[src/rtl/progmem_arbiter_pkg.sv]
// Shared constants and helpers for the program-memory front end.
// Widths follow the build-wide default values.
package progmem_arbiter_pkg;

    localparam int INST_W = 32;

    localparam int INST_ADDR_W = 10;

    localparam int N_CORES_DEFAULT = 4;

    // Round-robin successor of a core index.
    function automatic int next_idx(input int idx, input int n);
        return (idx == n - 1) ? 0 : idx + 1;
    endfunction

endpackage

[src/rtl/progmem_arbiter_if.sv]
// Core-fetch and program-memory signals of the shared instruction front end.
// The master modport is the arbiter's view; slave is the cores/memory side.
interface progmem_arbiter_if
    import progmem_arbiter_pkg::*;
#(
    parameter int N_CORES = N_CORES_DEFAULT
);
    logic                           en;
    logic [N_CORES-1:0]             core_req;
    logic [N_CORES*INST_ADDR_W-1:0] core_addr;
    logic [N_CORES*INST_W-1:0]      core_data;
    logic [N_CORES-1:0]             core_en;
    logic                           mem_rd;
    logic [INST_ADDR_W-1:0]         mem_addr;
    logic [INST_W-1:0]              mem_data;

    modport master (
        input  en, core_req, core_addr, mem_data,
        output core_data, core_en, mem_rd, mem_addr
    );

    modport slave (
        output en, core_req, core_addr, mem_data,
        input  core_data, core_en, mem_rd, mem_addr
    );
endinterface

[src/rtl/progmem_arbiter_rr_arbiter.sv]
// Combinational round-robin arbiter: first requester at or above ptr, wrapping.
// Kept generic so the data-memory side can reuse it.
module rr_arbiter #(
    parameter  int N  = 4,
    localparam int PW = (N > 1) ? $clog2(N) : 1
) (
    input  logic [N-1:0]  req,
    input  logic [PW-1:0] ptr,
    output logic [N-1:0]  gnt,
    output logic [PW-1:0] gnt_id,
    output logic          any
);
    logic [PW-1:0] cand;

    // Scan from the farthest offset down so the nearest requester wins last.
    always_comb begin
        gnt_id = '0;
        any    = 1'b0;
        cand   = '0;
        for (int k = N - 1; k >= 0; k--) begin
            cand = PW'((int'(ptr) + k) % N);
            if (req[cand]) begin
                gnt_id = cand;
                any    = 1'b1;
            end
        end
    end

    for (genvar gi = 0; gi < N; gi++) begin : g_onehot
        assign gnt[gi] = any && (gnt_id == PW'(gi));
    end
endmodule

[src/rtl/progmem_arbiter.sv]
// Shared instruction-memory front end: one round-robin read issued per cycle,
// word returned the next cycle with a one-hot enable pulse to the owning core.
module progmem_arbiter
    import progmem_arbiter_pkg::*;
#(
    parameter int N_CORES = N_CORES_DEFAULT
) (
    input logic clk,
    input logic rst,
    progmem_arbiter_if.master bus
);
    localparam int PW = $clog2(N_CORES);

    logic [PW-1:0]          rr_ptr_q, rr_ptr_d;
    logic [PW-1:0]          resp_id_q, resp_id_d;
    logic                   resp_valid_q, resp_valid_d;

    logic [N_CORES-1:0]     resp_onehot;
    logic [N_CORES-1:0]     eligible;
    logic [N_CORES-1:0]     gnt;
    logic [PW-1:0]          gnt_id;
    logic                   any;
    logic                   grant;
    logic [INST_ADDR_W-1:0] addr_mux;
    logic [N_CORES-1:0]     core_en_w;
    logic [N_CORES*INST_W-1:0] core_data_w;

    for (genvar gi = 0; gi < N_CORES; gi++) begin : g_core
        assign resp_onehot[gi] = resp_valid_q && (resp_id_q == PW'(gi));
        assign core_en_w[gi]   = resp_onehot[gi] && !rst;
        assign core_data_w[gi*INST_W +: INST_W] = bus.mem_data;
    end

    // The responding core's address moves after this edge, so it sits out a cycle.
    assign eligible = bus.core_req & ~resp_onehot;

    rr_arbiter #(.N(N_CORES)) u_rr_arbiter (
        .req    (eligible),
        .ptr    (rr_ptr_q),
        .gnt    (gnt),
        .gnt_id (gnt_id),
        .any    (any)
    );

    always_comb begin
        grant    = bus.en && !rst && any;
        addr_mux = '0;
        for (int i = 0; i < N_CORES; i++) begin
            if (gnt[i]) begin
                addr_mux = addr_mux | bus.core_addr[i*INST_ADDR_W +: INST_ADDR_W];
            end
        end

        rr_ptr_d     = rr_ptr_q;
        resp_id_d    = resp_id_q;
        resp_valid_d = grant;
        if (grant) begin
            rr_ptr_d  = PW'(next_idx(int'(gnt_id), N_CORES));
            resp_id_d = gnt_id;
        end
    end

    assign bus.mem_rd    = grant;
    assign bus.mem_addr  = grant ? addr_mux : '0;
    assign bus.core_en   = core_en_w;
    assign bus.core_data = core_data_w;

    always_ff @(posedge clk) begin
        if (rst) begin
            rr_ptr_q     <= '0;
            resp_id_q    <= '0;
            resp_valid_q <= 1'b0;
        end else begin
            rr_ptr_q     <= rr_ptr_d;
            resp_id_q    <= resp_id_d;
            resp_valid_q <= resp_valid_d;
        end
    end
endmodule

[src/flat_wrapper.sv]
// flat-port wrapper written by rule: the top's interface ports become plain ports
module progmem_arbiter_flat import progmem_arbiter_pkg::*;
#(
    parameter int N_CORES = N_CORES_DEFAULT
)
  (clk, rst, bus_en, bus_core_req, bus_core_addr, bus_mem_data, bus_core_data, bus_core_en, bus_mem_rd, bus_mem_addr);
  progmem_arbiter_if #(.N_CORES(N_CORES)) bus_i ();
  input logic clk;
  input logic rst;
  input wire logic [$bits(bus_i.en)-1:0] bus_en;
  input wire logic [$bits(bus_i.core_req)-1:0] bus_core_req;
  input wire logic [$bits(bus_i.core_addr)-1:0] bus_core_addr;
  input wire logic [$bits(bus_i.mem_data)-1:0] bus_mem_data;
  output wire logic [$bits(bus_i.core_data)-1:0] bus_core_data;
  output wire logic [$bits(bus_i.core_en)-1:0] bus_core_en;
  output wire logic [$bits(bus_i.mem_rd)-1:0] bus_mem_rd;
  output wire logic [$bits(bus_i.mem_addr)-1:0] bus_mem_addr;
  assign bus_i.en = bus_en;
  assign bus_i.core_req = bus_core_req;
  assign bus_i.core_addr = bus_core_addr;
  assign bus_i.mem_data = bus_mem_data;
  assign bus_core_data = bus_i.core_data;
  assign bus_core_en = bus_i.core_en;
  assign bus_mem_rd = bus_i.mem_rd;
  assign bus_mem_addr = bus_i.mem_addr;
  progmem_arbiter #(.N_CORES(N_CORES)) u_core (.clk(clk), .rst(rst), .bus(bus_i));
endmodule
[config.mk]
export PLATFORM = sky130hd
export DESIGN_NAME = progmem_arbiter_flat
export DESIGN_NICKNAME = d
export VERILOG_FILES = /design/src/rtl/progmem_arbiter_pkg.sv /design/src/rtl/progmem_arbiter_if.sv /design/src/rtl/progmem_arbiter_rr_arbiter.sv /design/src/rtl/progmem_arbiter.sv /design/src/flat_wrapper.sv
export SDC_FILE = /design/constraint.sdc
export NUM_CORES = 1
export LEC_CHECK = 0
export BUFFER_PORTS_ARGS = -buffer_cell sky130_fd_sc_hd__buf_2
export CORE_MARGIN = 2
export CORE_UTILIZATION = 25
export CTS_CLUSTER_DIAMETER = 50
export CTS_CLUSTER_SIZE = 30
export DETAILED_ROUTE_END_ITERATION = 12
export PLACE_DENSITY = 0.75
export SLEW_MARGIN = 20
export SYNTH_ARGS = -nofsm -noshare
export SYNTH_HDL_FRONTEND = slang
export SYNTH_SLANG_ARGS = --single-unit
[constraint.sdc]
create_clock -name clk -period 1.84 [get_ports clk]
set_input_delay 0 -clock clk [delete_from_list [all_inputs] [get_ports clk]]
set_output_delay 0 -clock clk [all_outputs]
set_load 0.05 [all_outputs]
==> results of run 1 <==
area by class of cell:
cell class                 count  area share (%)
timing repair buffer          88            34.0
inverter                       8            1.62
sequential                     5            5.87
multi-input combinational     75            50.9
clock buffer                   4            2.43
tap                           77            5.19
registers in the layout, summed over array words and instances (netlist names):
name and flops:
u_core.resp_valid_q 1, u_core.resp_id_q 2, u_core.rr_ptr_q 2
power by group:
| part | leakage (nW) | switching (mW) | internal [mW] | total [mW] |
|---|---|---|---|---|
| sequential | 0.0430 | 0.0212 | 0.125 | 0.146 |
| clock | 0.0228 | 0.0571 | 0.149 | 0.206 |
| combinational | 0.670 | 0.498 | 0.448 | 0.946 |
placed cells by master, fill, tap and decap left out, drive strengths merged:
cell     instances
o22ai            3
a2bb2oi          1
or2b             1
and3b            1
or3b             1
or3              1
nor3             1
a31oi            2
nor2             1
nor2b            1
o2bb2ai          1
nand2            2
a32oi            1
o211ai           2
ha               4
clkbuf           5
a2111oi          1
mux2i            2
buf             87
and3             3
nor3b            3
inv              8
or2              1
o21bai           1
nand3b           2
nand2b           2
a21oi           11
dfxtp            5
a211oi           2
a22oi           20
o21ai            4
worst max-delay path: stages, from the launching register on:
cell      delay (ns)
dfxtp_4         0.36
or3b_4          0.43
a32oi_1         0.20
o211ai_1        0.22
buf_4           0.20
ha_4            0.21
a22oi_2         0.23
a21oi_4         0.09
buf_6           0.16
per-layer routing:
layer  share of wire [%]  vias up  GRT usage, %
met5                   0        -             0
met4                 2.3        0          4.12
met3                  13       16          4.19
met2                  59      133          23.8
met1                  26      518          7.80
li1                    -      541             -
cell families (layout without fill, tap and decap cells):
group / count (synthesis) / in the layout / synth area share (%)
buffers and inverters: 143 / 100 / 61.1
AO/OA/AOI/OAI: 49 / 49 / 20.9
AND/OR/NAND/NOR: 20 / 20 / 7.99
flip-flops: 5 / 5 / 5.92
adder cells (fa/ha/maj): 4 / 4 / 2.96
multiplexers: 2 / 2 / 1.18
timing repair:
action / in CTS / in global routing
cloned: 0 / 1
pin swaps: 28 / 13
endpoints found under the setup margin: 12 / 13
buffers inserted: 11 / 4
resized for setup: 42 / 17
per-stage QoR:
stage / cell area [um2] / setup TNS [ns] / setup WS (ns)
after detailed placement: 1480 / -3.88 / -0.411
after global routing: 1860 / -5.30 / -0.539
final: 1860 / -4.60 / -0.479
after global placement: 1480 / -3.33 / -0.357
after CTS: 1720 / -4.13 / -0.445
after floorplan: 1940 / -2.23 / -0.203
worst max-delay path by stage:
stage | to | slack [ns] | startpoint
after detailed placement | bus_mem_addr[7] | -0.41 | u_core.resp_id_q[0]
after global routing | bus_mem_addr[9] | -0.54 | u_core.resp_id_q[0]
after floorplan | bus_mem_addr[0] | -0.20 | u_core.resp_id_q[0]
after global placement | bus_mem_addr[0] | -0.36 | u_core.resp_id_q[1]
after CTS | bus_mem_addr[7] | -0.45 | u_core.resp_id_q[0]
final | bus_mem_addr[3] | -0.48 | u_core.resp_id_q[0]
==> run metrics, run 1 <==
RR Endpoint=u_core.rr_ptr_q[1]; VDD IR max=0.179 mV; Die Width=86.3 um; post-DP HPWL=3.33 mm; clk slew on worst S/H paths=0.04 ns; CP Max Fanout=10; worst slew pin tran=0.411 ns; syn_area_per_cell=7.59 um2; drt first pass iters=4; Synth Register Bits=5; clock sink count=5; top cells by count, synth=buf_4, a22oi_1, a21oi_1, inv_1, dfxtp_1; min-delay worst type=input pin to primary output; full die area=7440 um2; RSZ-0062 raised after global routing=true; crit path DAT=2.32 ns; register area=109 um2; failing checks=negative setup slack; Setup crit start kind=flop; Layout area overhead=9.69%; Setup Skew=0.00262 ns; initial core utilization=26.2%; Max clock buf depth=2; Ports=222; hold-critical path depth=0; TritonCTS buffer count=3; Fin Hold WS=0.0000491 ns; largest net degree at the start of global routing=13; cells after synthesis=223; final total power=1.30 mW; Worst Slack Setup Final=-0.479 ns; Leak Pwr=0.735 nW; die height=86.3 um; final core utilization=28.7%; initial antenna violation count=0; drt total wl=4.46 mm; asr flop ratio synth=0%; gpl congestion=0.901; Clock Tree Root=clkbuf_8; hold path start=bus_mem_data[4]; Warnings, synthesis=0; reg2reg start=u_core.resp_valid_q; initial drt markers=37; max_cap viols=0; Distinct cells, synth=37; Tmin final=2.32 ns; post-DR wirelength/cell=17.4 um; diodes inserted=0; first-pass GRT wire length=6.30 mm; CTS Hold Buffers Added=0; footprint of the multi-input gates=945 um2; syn_nets=306; post-synth top area share=56.8%; leading register cell type out of synthesis=dfxtp_1; share of layout cells above drive strength 1=82.2%; Worst slew margin=72.5%; number of flops mapped to enable cells by yosys=0; CP endpoint kind=primary output; most common cell in the netlist=buf_4; CP Class=flop to primary output; sequential fraction of the synthesis area=5.92%; Final Max Tran Viols=0; Reg2Reg Depth=8; GRT Residual Overflow=0; vias per inst=4.70; Final setup viols=10; # placed instances=241; status=finished, violations left; Filler cells=668; # rows=29; largest cells by area after synthesis=buf_4, a22oi_1, dfxtp_1, a21oi_1, ha_1; Antenna Nets Post-Route=0; I/O Buffers=61; Final Non-Filler Cells=257; worst-skew pair later-pin latency=0.22 ns; hold endpoint=bus_core_data[4]; final hold viol count=0; FF-to-FF setup slack=0.01 ns; vias in the first global route=1,241; Synth Cell Area=1690 um2; Pwr Density=700 nW/um2; Residual DRC=0; fin nets=264; H-tree levels=1; Synth area leader=buf_4; Total GRT Usage=10.8%; Core Region=6460 um2; Req. time, crit path=1.84 ns; vias=1,208; CTS tree=done; f_max=431 MHz; period utilization=126%
No activity file was read; power rests on OpenSTA's default activity.
==> run 2, diff against run 1 <==
- CORE_AREA: not set -> 2 2 87 89
- CORE_MARGIN: 2 -> not set
- CORE_UTILIZATION: 25 -> not set
- DIE_AREA: not set -> 0 0 89 91
- PLACE_DENSITY: 0.75 -> 0.72
==> run 2 against run 1 <==
Effect of this change:
- the flow still finishes with violations (negative setup slack)
- largest cell class unchanged
- combinational power is 13% lower
- count of clock-buffer cells in the layout is the same
- first-iteration DRC count shrank 11%
- cell count is 2.7% higher
- total power is 9.3% lower
- worst setup slack better by 0.10 ns
- wire length fell by 14%
- sequential cell count stayed put
- critical endpoint unchanged
==> run metrics, run 2 (synthesized netlist as in run 1, its figures left out) <==
first-pass GRT wire length=5.38 mm (-15%); Final setup viols=11 (+1); GRT Residual Overflow=0 (unchanged); full die area=8100 um2 (+8.8%); min-delay worst type=input pin to primary output; VDD IR max=0.222 mV (+24%); drt first pass iters=4 (unchanged); worst slew pin tran=0.407 ns (-0.00406 ns); clock sink count=5 (unchanged); CTS tree=done; period utilization=121% (-5.5 points); Die Width=89 um (+3.2%); post-DR wirelength/cell=14.5 um (-16%); die height=91 um (+5.5%); Leak Pwr=0.638 nW (-13%); Antenna Nets Post-Route=0 (unchanged); Clock power frac=17.1% (+1.2 points); Final Non-Filler Cells=264 (+2.7%); initial drt markers=33 (-11%); sequential cell fraction of total power=12.8% (+1.5 points); CP endpoint kind=primary output; initial antenna violation count=0 (unchanged); TritonCTS buffer count=3 (unchanged); max_cap viols=0 (unchanged); largest registers=u_core.resp_id_q: 2 flops, u_core.rr_ptr_q: 2 flops, u_core.resp_valid_q: 1 flops; pre-CTS setup slack=-0.409 ns (+0.00173 ns); Worst slew margin=72.8% (+0.27 points); post-DP HPWL=3.09 mm (-7.2%); share of layout cells above drive strength 1=78.8% (-3.4 points); switching share of power=45.0% (+0.66 points); I/O Buffers=61 (unchanged); gpl congestion=0.807 (-10%); worst-skew pair later-pin latency=0.22 ns (about the same); clk slew on worst S/H paths=0.03 ns (about the same); drt total wl=3.83 mm (-14%); CP Class=flop to primary output; Comb power frac=70.1% (-2.8 points); crit path DAT=2.22 ns (-0.10 ns); NetSw=530 uW (-8.0%); post-route cell area=1670 um2 (-9.9%); Tmin final=2.22 ns (-0.102 ns); H-tree levels=1 (unchanged); vias=1,111 (-8.0%); Setup Skew=0.00105 ns (-0.00157 ns); Max clock buf depth=2 (unchanged); final hold viol count=0 (unchanged); Req. time, crit path=1.84 ns (about the same); highest-count cells in the layout ignoring fill and taps=buf_2, a22oi_2, buf_6, a21oi_4, buf_4; Fin Hold WS=0.0000645 ns (+0.0000154 ns); largest net degree at the start of global routing=12 (-1); Setup crit start kind=flop; Layout area overhead=-1.18%; f_max=451 MHz (+4.6%); Pwr Density=704 nW/um2 (+0.63%); diodes inserted=0 (unchanged); internal power=647 uW (-10%); vias per inst=4.21 (-10%); Ports=222 (unchanged); CTS Hold Buffers Added=0 (unchanged); fin nets=249 (-5.7%); RSZ-0062 raised after global routing=true; # placed instances=259 (+7.5%); # rows=31 (+6.9%); initial core utilization=23.7% (-2.5 points); Residual DRC=0 (unchanged); Total GRT Usage=8.46% (-2.4 points); Clock Tree Root=clkbuf_8; failing checks=negative setup slack; status=finished, violations left; Filler cells=774 (+16%); most common cell after layout, fill and taps aside=buf_2; CP Max Fanout=10 (unchanged); Worst Slack Setup Final=-0.378 ns (+0.102 ns); Post-Place Cell Area=1470 um2 (-1.0%); Core Region=7140 um2 (+10%); Final Max Tran Viols=0 (unchanged); vias in the first global route=1,117 (-10%)
-- run 2: cell types whose count changed in the layout (fill, tap and decap cells not counted), sizes merged --
cell    previous run  this run
buf               87        73
clkbuf             5         4
-- run 2: final timing paths --
check	cells after the start	endpoint	startpoint	slack, ns
max	8	bus_mem_addr[3]	u_core.resp_id_q[0]	-0.38
min	0	bus_core_data[68]	bus_mem_data[4]	0.00006
max reg2reg	7	u_core.rr_ptr_q[1]	u_core.resp_id_q[0]	0.05
min reg2reg	2	u_core.resp_id_q[1]	u_core.resp_id_q[1]	0.55
-- run 2: power by group through the flow --
stage / Clock [mW] / Sequential [mW] / Combinational, mW
after global routing: 0.212 / 0.153 / 0.876
after global placement: 0 / 0.143 / 0.725
after detailed placement: 0 / 0.145 / 0.739
after CTS: 0.205 / 0.148 / 0.823
after floorplan: 0 / 0.137 / 1.29
final: 0.201 / 0.151 / 0.825
-- run 2: area by class of cell --
cell class                 instances  area, um2  share of cell area, %
tap                               99        124                   7.41
sequential                         5        108                   6.44
inverter                           8       30.0                   1.80
multi-input combinational         75        871                   52.1
timing repair buffer              73        494                   29.6
clock buffer                       4       45.0                   2.69
-- run 2: through the flow --
stage,TNS (ns),util [%],power [mW]
after floorplan,-2.23,-,1.42
after global placement,-3.12,20.6,0.868
after detailed placement,-3.85,20.6,0.884
after CTS,-3.78,23.2,1.18
after global routing,-4.83,23.4,1.24
final,-3.62,23.4,1.18
-- run 2: layer usage --
layer / global-route usage (%) / share of wire [%]
met5: 0 / 0
met2: 16.8 / 53
met3: 3.82 / 15
met4: 3.73 / 1.8
met1: 6.66 / 29
-- run 2: repair_timing --
item,CTS,global route
setup endpoints to repair,11,12
pin swaps,15,6
gates resized for setup,39,4
cloned,0,0
buffers inserted,3,0
-- run 2: worst max-delay path, stage by stage, from the launching register on --
cell and delay, ns:
dfxtp_2 0.35, or3b_4 0.41, a32oi_1 0.16, o211ai_1 0.21
ha_2 0.25, buf_12 0.15, a22oi_2 0.24, a21oi_4 0.08
buf_6 0.15
